File: config.mk
export PLATFORM = sky130hd
export DESIGN_NAME = fetch_ctrl
export DESIGN_NICKNAME = d
export VERILOG_FILES = /design/src/rtl/fetch_ctrl.sv
export SDC_FILE = /design/constraint.sdc
export NUM_CORES = 1
export LEC_CHECK = 0
export CAP_MARGIN = 40
export CORE_ASPECT_RATIO = 0.5
export CORE_MARGIN = 4
export CORE_UTILIZATION = 48
export DETAILED_ROUTE_END_ITERATION = 7
export GPL_TIMING_DRIVEN = 0
export PLACE_DENSITY = 0.82
export SYNTH_ARGS = -nofsm -noshare
export SYNTH_HDL_FRONTEND = slang
export SYNTH_SLANG_ARGS = --single-unit
File: constraint.sdc
create_clock -name clk -period 4.2 [get_ports clk]
set_input_delay 0.63 -clock clk [delete_from_list [all_inputs] [get_ports clk]]
set_output_delay 0.63 -clock clk [all_outputs]
set_load 0.03 [all_outputs]
File: src/rtl/fetch_ctrl.sv
// -----------------------------------------------------------------------------
// fetch_ctrl
//
// Instruction-fetch controller for the pipeline's single-port instruction
// memory. Owns the fetch PC and presents it to the memory. An instruction is
// accepted only when the memory flags it valid. Accepted instructions enter a
// small queue, and decode drains that queue through a valid/ready handshake.
// The block also handles redirects, halt requests and out-of-range faults.
//
// Parameters
//   RESET_PC   fetch PC loaded at reset
//   DEPTH      instruction queue entries (power of two, >= 2)
//   MEM_BYTES  instruction memory size in bytes
//
// Ports
//   clk             clock; all state updates on the rising edge
//   rst             asynchronous active-low reset
//   imem_pc         address to instruction memory (the fetch_pc register)
//   imem_instr      instruction for the address held over the previous edge
//   imem_valid      imem_instr is valid for the current imem_pc
//   out_valid       queue head valid
//   out_ready       decode accepts the head
//   out_pc          PC of the head instruction
//   out_instr       head instruction
//   redirect_valid  flush the queue and restart fetch at redirect_pc
//   redirect_pc     new fetch PC (low two bits dropped; nonzero sets fault)
//   halt_req        level request to stop fetching
//   halted          fetch stopped and queue empty
//   fault           sticky; out-of-range fetch or misaligned redirect
//
// State      | meaning
// -----------+-----------------------------------------------------------
// S_FETCH    | fetching; a valid memory word is pushed if there is room
// S_FULL     | queue holds DEPTH entries; wait for a pop
// S_HALTING  | halt requested; no pushes, queue draining
// S_HALTED   | halt requested and queue empty
// S_FAULT    | fetch PC out of range; queue drains; only a redirect exits
// -----------------------------------------------------------------------------
module fetch_ctrl #(
    parameter logic [31:0] RESET_PC  = 32'h0000_0000,
    parameter int          DEPTH     = 2,
    parameter int          MEM_BYTES = 4096
) (
    input  logic        clk,
    input  logic        rst,
    output logic [31:0] imem_pc,
    input  logic [31:0] imem_instr,
    input  logic        imem_valid,
    output logic        out_valid,
    input  logic        out_ready,
    output logic [31:0] out_pc,
    output logic [31:0] out_instr,
    input  logic        redirect_valid,
    input  logic [31:0] redirect_pc,
    input  logic        halt_req,
    output logic        halted,
    output logic        fault
);

    typedef enum logic [2:0] {
        S_FETCH,
        S_FULL,
        S_HALTING,
        S_HALTED,
        S_FAULT
    } state_t;

    localparam int               PTR_W     = $clog2(DEPTH);
    localparam int               CNT_W     = $clog2(DEPTH + 1);
    localparam logic [CNT_W-1:0] DEPTH_C   = CNT_W'(DEPTH);
    localparam logic [32:0]      MEM_LIMIT = 33'(MEM_BYTES);

    state_t            state_q;
    state_t            state_d;
    logic [31:0]       fetch_pc_q;
    logic [31:0]       fetch_pc_d;
    logic [CNT_W-1:0]  count_q;
    logic [CNT_W-1:0]  count_d;
    logic [PTR_W-1:0]  rd_ptr_q;
    logic [PTR_W-1:0]  wr_ptr_q;
    logic [31:0]       pc_mem    [DEPTH];
    logic [31:0]       instr_mem [DEPTH];
    logic              fault_q;

    logic              pop;
    logic              space;
    logic              in_range;
    logic              fetch_ok;
    logic              push;
    logic              range_fault;
    logic              misaligned;

    assign pop        = (count_q != '0) && out_ready;
    assign space      = (count_q < DEPTH_C) || pop;
    // 33-bit sum so a fetch PC near the top of the address space cannot wrap
    // back into range.
    assign in_range   = ({1'b0, fetch_pc_q} + 33'd3) < MEM_LIMIT;
    // A push would happen here if the address were in range. The same
    // qualifier decides whether an out-of-range PC faults, so a stalled or
    // halting fetch never faults on its own.
    assign fetch_ok   = (state_q == S_FETCH) && imem_valid && !redirect_valid
                        && !halt_req && space;
    assign push       = fetch_ok && in_range;
    assign range_fault = fetch_ok && !in_range;
    assign misaligned = redirect_valid && (redirect_pc[1:0] != 2'b00);

    // Queue occupancy. A redirect empties the queue. A pop in the same cycle
    // still completes, because decode already sampled the head.
    always_comb begin
        count_d = count_q;
        if (redirect_valid) begin
            count_d = '0;
        end else if (push && !pop) begin
            count_d = count_q + 1'b1;
        end else if (pop && !push) begin
            count_d = count_q - 1'b1;
        end
    end

    always_comb begin
        fetch_pc_d = fetch_pc_q;
        if (redirect_valid) begin
            fetch_pc_d = {redirect_pc[31:2], 2'b00};
        end else if (push) begin
            fetch_pc_d = fetch_pc_q + 32'd4;
        end
    end

    always_comb begin
        state_d = state_q;
        if (redirect_valid) begin
            state_d = halt_req ? S_HALTING : S_FETCH;
        end else begin
            case (state_q)
                S_FETCH: begin
                    if (halt_req) begin
                        state_d = (count_d == '0) ? S_HALTED : S_HALTING;
                    end else if (range_fault) begin
                        state_d = S_FAULT;
                    end else if (count_d == DEPTH_C) begin
                        state_d = S_FULL;
                    end
                end
                S_FULL: begin
                    if (halt_req) begin
                        state_d = (count_d == '0) ? S_HALTED : S_HALTING;
                    end else if (pop) begin
                        state_d = S_FETCH;
                    end
                end
                S_HALTING: begin
                    if (!halt_req) begin
                        state_d = S_FETCH;
                    end else if (count_d == '0) begin
                        state_d = S_HALTED;
                    end
                end
                S_HALTED: begin
                    if (!halt_req) begin
                        state_d = S_FETCH;
                    end
                end
                S_FAULT: begin
                    state_d = S_FAULT;
                end
                default: begin
                    state_d = S_FETCH;
                end
            endcase
        end
    end

    always_ff @(posedge clk or negedge rst) begin
        if (!rst) begin
            state_q    <= S_FETCH;
            fetch_pc_q <= RESET_PC;
            count_q    <= '0;
            fault_q    <= 1'b0;
        end else begin
            state_q    <= state_d;
            fetch_pc_q <= fetch_pc_d;
            count_q    <= count_d;
            if (range_fault || misaligned) begin
                fault_q <= 1'b1;
            end
        end
    end

    // Queue pointers and storage. Storage is reset so out_pc and out_instr
    // read zero out of reset.
    always_ff @(posedge clk or negedge rst) begin
        if (!rst) begin
            rd_ptr_q <= '0;
            wr_ptr_q <= '0;
            for (int i = 0; i < DEPTH; i++) begin
                pc_mem[i]    <= '0;
                instr_mem[i] <= '0;
            end
        end else if (redirect_valid) begin
            rd_ptr_q <= '0;
            wr_ptr_q <= '0;
        end else begin
            if (push) begin
                pc_mem[wr_ptr_q]    <= fetch_pc_q;
                instr_mem[wr_ptr_q] <= imem_instr;
                wr_ptr_q            <= wr_ptr_q + 1'b1;
            end
            if (pop) begin
                rd_ptr_q <= rd_ptr_q + 1'b1;
            end
        end
    end

    assign imem_pc   = fetch_pc_q;
    assign out_valid = (count_q != '0);
    assign out_pc    = pc_mem[rd_ptr_q];
    assign out_instr = instr_mem[rd_ptr_q];
    assign halted    = (state_q == S_HALTED);
    assign fault     = fault_q;

endmodule

==> metrics <==
status complete, no violations; FILL cells 1092; PD cells 386 nW/um^2; final WL 17300 um; Core Region 14500 sq um; antenna violations before repair 0; Reg2Reg Depth 10; top_reg_cell synth dfrtp_1; pre-CTS WS 1060 ps; Total GRT Usage 20.5%; Die Height 94.4 um; Via Count 5223; crit path time final 3370 ps; Setup crit end out_instr[26]; Post-CTS Resized 0; drt pass-1 iters 4; post-layout worst setup margin 832 ps; largest net degree at the start of global routing 83; fmax 0.297 GHz; RR Startpoint count_q[0]; Slew HR 47.6%; Root Driver clkbuf_16; Post-DRT Antenna Nets 0; Storage cell area 4050 sq um; reg2reg setup slack 1570 ps; Warnings, synthesis 0; Max Cap Viol 0; Final Power 3.75 mW; reg2reg end pc_mem[34]; Post-CTS Hold Fix Bufs 0; leading post-synthesis cells by cell area dfrtp_1 57%, mux2_2 13%, nand2_1 7.4%; Area Growth Syn to Fin 35.3%; DRC viols 0; Die Width 181 um; dpl hpwl 12200 um; Max clock buf depth 2; Clock transition at path regs 70 ps; Worst Skew 18.1 ps; Post CTS Setup Buffer Count 0; Ant. Diodes 0; Num Clock Sinks 162; first-pass GRT wire length 28300 um; Port Buf Inserts 164; layout cells sized above 1 17.8%; Critical Path Fanout Max 10; Final nets 874; Leak Pwr 4.65 nW; Initial Utilization 49.3%; Clock Latency Late Sink 420 ps; Post-synth EDFFs 0; DR iter-0 viols 304; WP data arrival 2740 ps; worst hold slack 211 ps; kind of critical path flip-flop to output port; Mapped Cells 615; Max VDD drop 0.255 mV; Final Hold Fails 0; DR WL/cell 17.1 um; Slew Limit Fails 0; most frequent cell after synthesis dfrtp_1; Seq/Total Area, Yosys 56.5%; ys async rst share 100%; Slew @ Worst Pin 786 ps; Ports 169; Setup violations, final 0; GP Congestion 0.870; crit path launch rd_ptr_q; RSZ-0062 raised after global routing no; Final period util 80.2%; Syn Area/Cell 11.7 sq um; Worst Setup End Kind output port; grt ovf 0; CP Launch Type flip-flop; Post-Syn Area 7170 sq um; Num CTS Buffers 17; number of global-route vias before repair 5732; post-synth top area share 56.5%; post-synthesis cell type count 51; HP Class input port to async pin; Post-Route Utilization 66.7%; post-route setup TNS 0 ps; Post-synth top cells 162 x dfrtp_1, 142 x nand2_1, 83 x mux2_2, 40 x and2_1, 40 x mux2_1; FF+latch count, synth 162; die area 17100 sq um; CTS tree built; H-tree levels 4; Multi-input gate area 2930 sq um; drt via density 5.16; post-synth top area cell dfrtp_1; Req. time, crit path 3570 ps; FP Rows 31
==> metal layers <==
metal | routed length, um | GRT usage, % | up-vias
met5 | 0 | 0 | -
met4 | 331 | 7.86 | 0
met3 | 857 | 4.89 | 35
met2 | 8810 | 36.3 | 138
met1 | 7330 | 24.9 | 2615
li1 | - | - | 2435
==> logic make-up (layout without fill, tap and decap cells) <==
kind of cell / after synthesis / after routing / share of synthesized area, %
muxes: 125 / 125 / 19.6
buffers and inverters: 43 / 240 / 2.72
xor gates and xnor gates: 9 / 9 / 1.40
and+or+nand+nor: 233 / 233 / 15.8
AOI/OAI and AO/OA: 40 / 40 / 3.51
other: 1 / 4 / 0.0523
adders and majority gates: 2 / 2 / 0.349
DFF: 162 / 162 / 56.5
==> cells in the final DEF (no fill, tap or decap), drive strengths merged, types with 3 or more instances in the layout <==
cell / netlist / layout
a211oi: 3 / 3
a21oi: 5 / 5
and2: 40 / 40
and3: 5 / 5
buf: 14 / 16
clkbuf: 24 / 42
clkdlybuf4s50: 0 / 163
conb: 1 / 4
dfrtp: 162 / 162
inv: 5 / 15
mux2: 123 / 123
nand2: 143 / 143
nand3: 3 / 3
nor2: 16 / 16
nor3: 6 / 6
nor4: 8 / 8
o211ai: 4 / 4
o21ai: 18 / 18
xnor2: 5 / 5
xor2: 3 / 3
==> report_power, final <==
group	total, mW	switching (mW)	leakage, nW	internal, mW
logic	0.506	0.276	2.16	0.230
clock network	1.59	0.680	0.296	0.913
registers	1.65	0.0442	2.19	1.60
==> critical path, cell delays in order, from the launching register on <==
cell             delay, ps
dfrtp_1                320
clkbuf_1               430
clkbuf_1               560
mux2_2                 410
clkdlybuf4s50_1        610
==> registers in the layout (all words and copies together) (netlist names) <==
signal,cells
imem_pc,30
pc_mem,60
fault,1
count_q,2
state_q,3
wr_ptr_q,1
rd_ptr_q,1
instr_mem,64
==> metrics by stage <==
stage,std cells,area [sq um]
finish,1013,9700
global route,1013,9700
CTS,1013,9700
detailed placement,981,9100
global placement,980,9070
floorplan,618,7180
==> final cells by class <==
| cell class | count | area share (%) |
|---|---|---|
| plain buffers | 38 | 1.82 |
| clock buffers | 18 | 4.53 |
| clock inverters | 14 | 1.68 |
| inverters | 5 | 0.193 |
| multi-input cells | 413 | 30.2 |
| flip-flops and latches | 162 | 41.8 |
| well taps | 198 | 2.55 |
| repair buffers | 165 | 17.2 |
==> worst min-delay path by stage <==
stage	to	slack, ps	cells after the start	start
6_report	fault	210	1	rst
3_5_place_dp	instr_mem[37]	450	2	instr_mem[37]
4_1_cts	imem_pc[28]	280	1	rst
3_3_place_gp	instr_mem[47]	450	2	instr_mem[47]
5_1_grt	state_q[1]	300	1	rst
2_1_floorplan	count_q[0]	330	0	rst
No activity file was read; power rests on OpenSTA's default activity.
==> RTL change, RTL diff (same flow settings) <==
Put one more register stage on the output `fault`, cleared by the reset. The value now appears one clock later. The other outputs are not delayed to match.
--- a/src/rtl/fetch_ctrl.sv
+++ b/src/rtl/fetch_ctrl.sv
@@ -216,7 +216,13 @@
     assign out_pc    = pc_mem[rd_ptr_q];
     assign out_instr = instr_mem[rd_ptr_q];
     assign halted    = (state_q == S_HALTED);
-    assign fault     = fault_q;
+    always_ff @(posedge clk or negedge rst) begin
+        if (!rst) begin
+            fault <= '0;
+        end else begin
+            fault <= fault_q;
+        end
+    end
 
 endmodule
 
Function: changed (a bounded check fails within 4 cycles, from zero or initial values and one cycle with rst low).
==> RTL change against the unedited design <==
  * Critical path depth did not move
  * Sequential cell count rose by 1
  * Via count fell by 9.9%
  * Area after synthesis fell by 1.1%
  * Routed wire length fell by 8.2%
  * Utilization fell by 0.41 points
  * Highest routed layer unchanged
  * Combinational power fell by 22%
  * Largest power group unchanged
  * Sequential share of layout area rose by 0.75 points
  * Setup slack got worse by 54 ps
  * Power fell by 5.5%
  * Cell area fell by 1.1%
==> RTL change: results (changes against the unedited design) <==
top cells by count, synth dfrtp_1, mux2_2, mux2_1, nor2b_1, nand2_1; Setup Fix Bufs, Post-CTS 0 (unchanged); R2R Setup Slk 1490 ps (-80 ps); hold crit path type in2async; Peak VDD IR 0.264 mV (+3.7%); nets 769 (-12%); Top reg by flops instr_mem; final hold vios 0 (unchanged); number of vias per cell 5.18 (+0.52%); sequential power ~0.0016 W; initial antenna violation count 0 (unchanged); worst r2r src state_q[2]; Clock Skew 11.3 ps (-6.82 ps); first-pass GRT wire length 26200 um (-7.6%); Starting DRT DRC Count 251 (-17%); Syn Area/Cell 13.9 um^2 (+19%); WP data arrival 2790 ps (+50 ps); Sw Pwr 0.000897 W (-10%); placed insts 876 (-11%); gr usage total 19.5% (-1.1 points); main flop type after synthesis dfrtp_1; vias in the first global route 5122 (-11%); Clock transition at path regs roughly 60 ps; post-CTS sizing 0 (unchanged); clk buf depth 2 (unchanged); top post-synthesis cells by area dfrtp_1, mux2_2, mux2_1, nor2b_1, buf_6; Routed WL per cell 17.5 um (+2.4%); CP max FO 10 (unchanged); Final GP Congestion 0.841 (-3.3%); Leak Pwr 4.58 nW (-1.3%); Yosys warning count 0 (unchanged); Synth cell types 45 (-12%); filler instances 1063 (-2.7%); Port Buffers 163 (-0.61%); crit path launch rd_ptr_q; worst rel slew slack 50.2% (+2.6 points); combinational power share 11.1% (-2.4 points); clock root cell clkbuf_16; largest net degree at the start of global routing 93 (+12%); final WL 15900 um (-8.2%); worst setup path endpoint out_instr[26]; CTS H-Tree Depth 4 (unchanged); Antenna Cells 0 (unchanged); CP max stage delay just over 600 ps; Initial DRT Pass Iterations 4 (unchanged); Largest register FFs 64 (unchanged); share of layout cells above drive strength 1 23.4% (+5.6 points); dpl hpwl 11300 um (-6.7%); number of synthesized flops with an enable pin 0 (unchanged); worst r2r dst instr_mem[30]; Critical Path Slowest Stage Cell clkbuf_1; run status complete, no violations; clock latency on the worst-skew pair 420 ps (about the same); post-synthesis sequential area ratio 57.5% (+0.98 points); total CTS buffers 17 (unchanged); worst r2r path cells 6 (-4); FFs w/ async S/R, synth 100% (unchanged)
RTL change: changes by cell type in the layout (fill, tap and decap cells not counted), sizes merged, moves of 5 or more:
cell / before / now
nand4: 1 / 6
nand2: 143 / 14
mux2: 123 / 165
and2: 40 / 1
clkbuf: 42 / 29
buf: 16 / 23
nor2b: 2 / 41
o21ai: 18 / 11
RTL change: cell families after synthesis:
family / after synthesis / synth area share (%)
AO/OA/AOI/OAI: 32 / 3.25
XOR/XNOR: 8 / 0.988
adder cells (fa/ha/maj): 2 / 0.353
buffers and inverters: 39 / 3.41
flip-flops: 163 / 57.5
multiplexers: 165 / 26.2
other: 1 / 0.0529
AND/OR/NAND/NOR: 101 / 8.24
RTL change: per-stage QoR:
step	power, W	hold WS, ps	TNS [ps]	cell area [um^2]	worst slack, ps
after floorplan	0.00186	334	0	7100	1440
after global placement	0.00206	352	-641060	8980	-3940
after detailed placement	0.00207	363	0	9010	794
after CTS	0.00358	244	0	9590	666
after global routing	0.00368	287	0	9590	620
final	0.00354	217	0	9590	779
RTL change: routing by layer:
metal / part of all wire [%] / vias up / GRT usage (%)
li1: - / 2175 / -
met4: 1.4 / 0 / 6.59
met1: 44 / 2395 / 24.5
met2: 50 / 118 / 33.6
met3: 4.8 / 18 / 4.56
met5: 0 / - / 0
RTL change: area by class of cell:
cell class	count	area share, %
repair buffers	164	17.4
clock buffers	19	4.72
inverters	8	0.313
clock inverters	13	1.28
plain buffers	31	2.20
well taps	198	2.58
flip-flops and latches	163	42.5
multi-input cells	312	29.0
RTL change: critical path, delay by kind of cell, from the launching register on:
| kind | cells | cell delay, ps |
|---|---|---|
| buffers and inverters | 3 | 1650 |
| DFF | 1 | 320 |
| muxes | 1 | 420 |
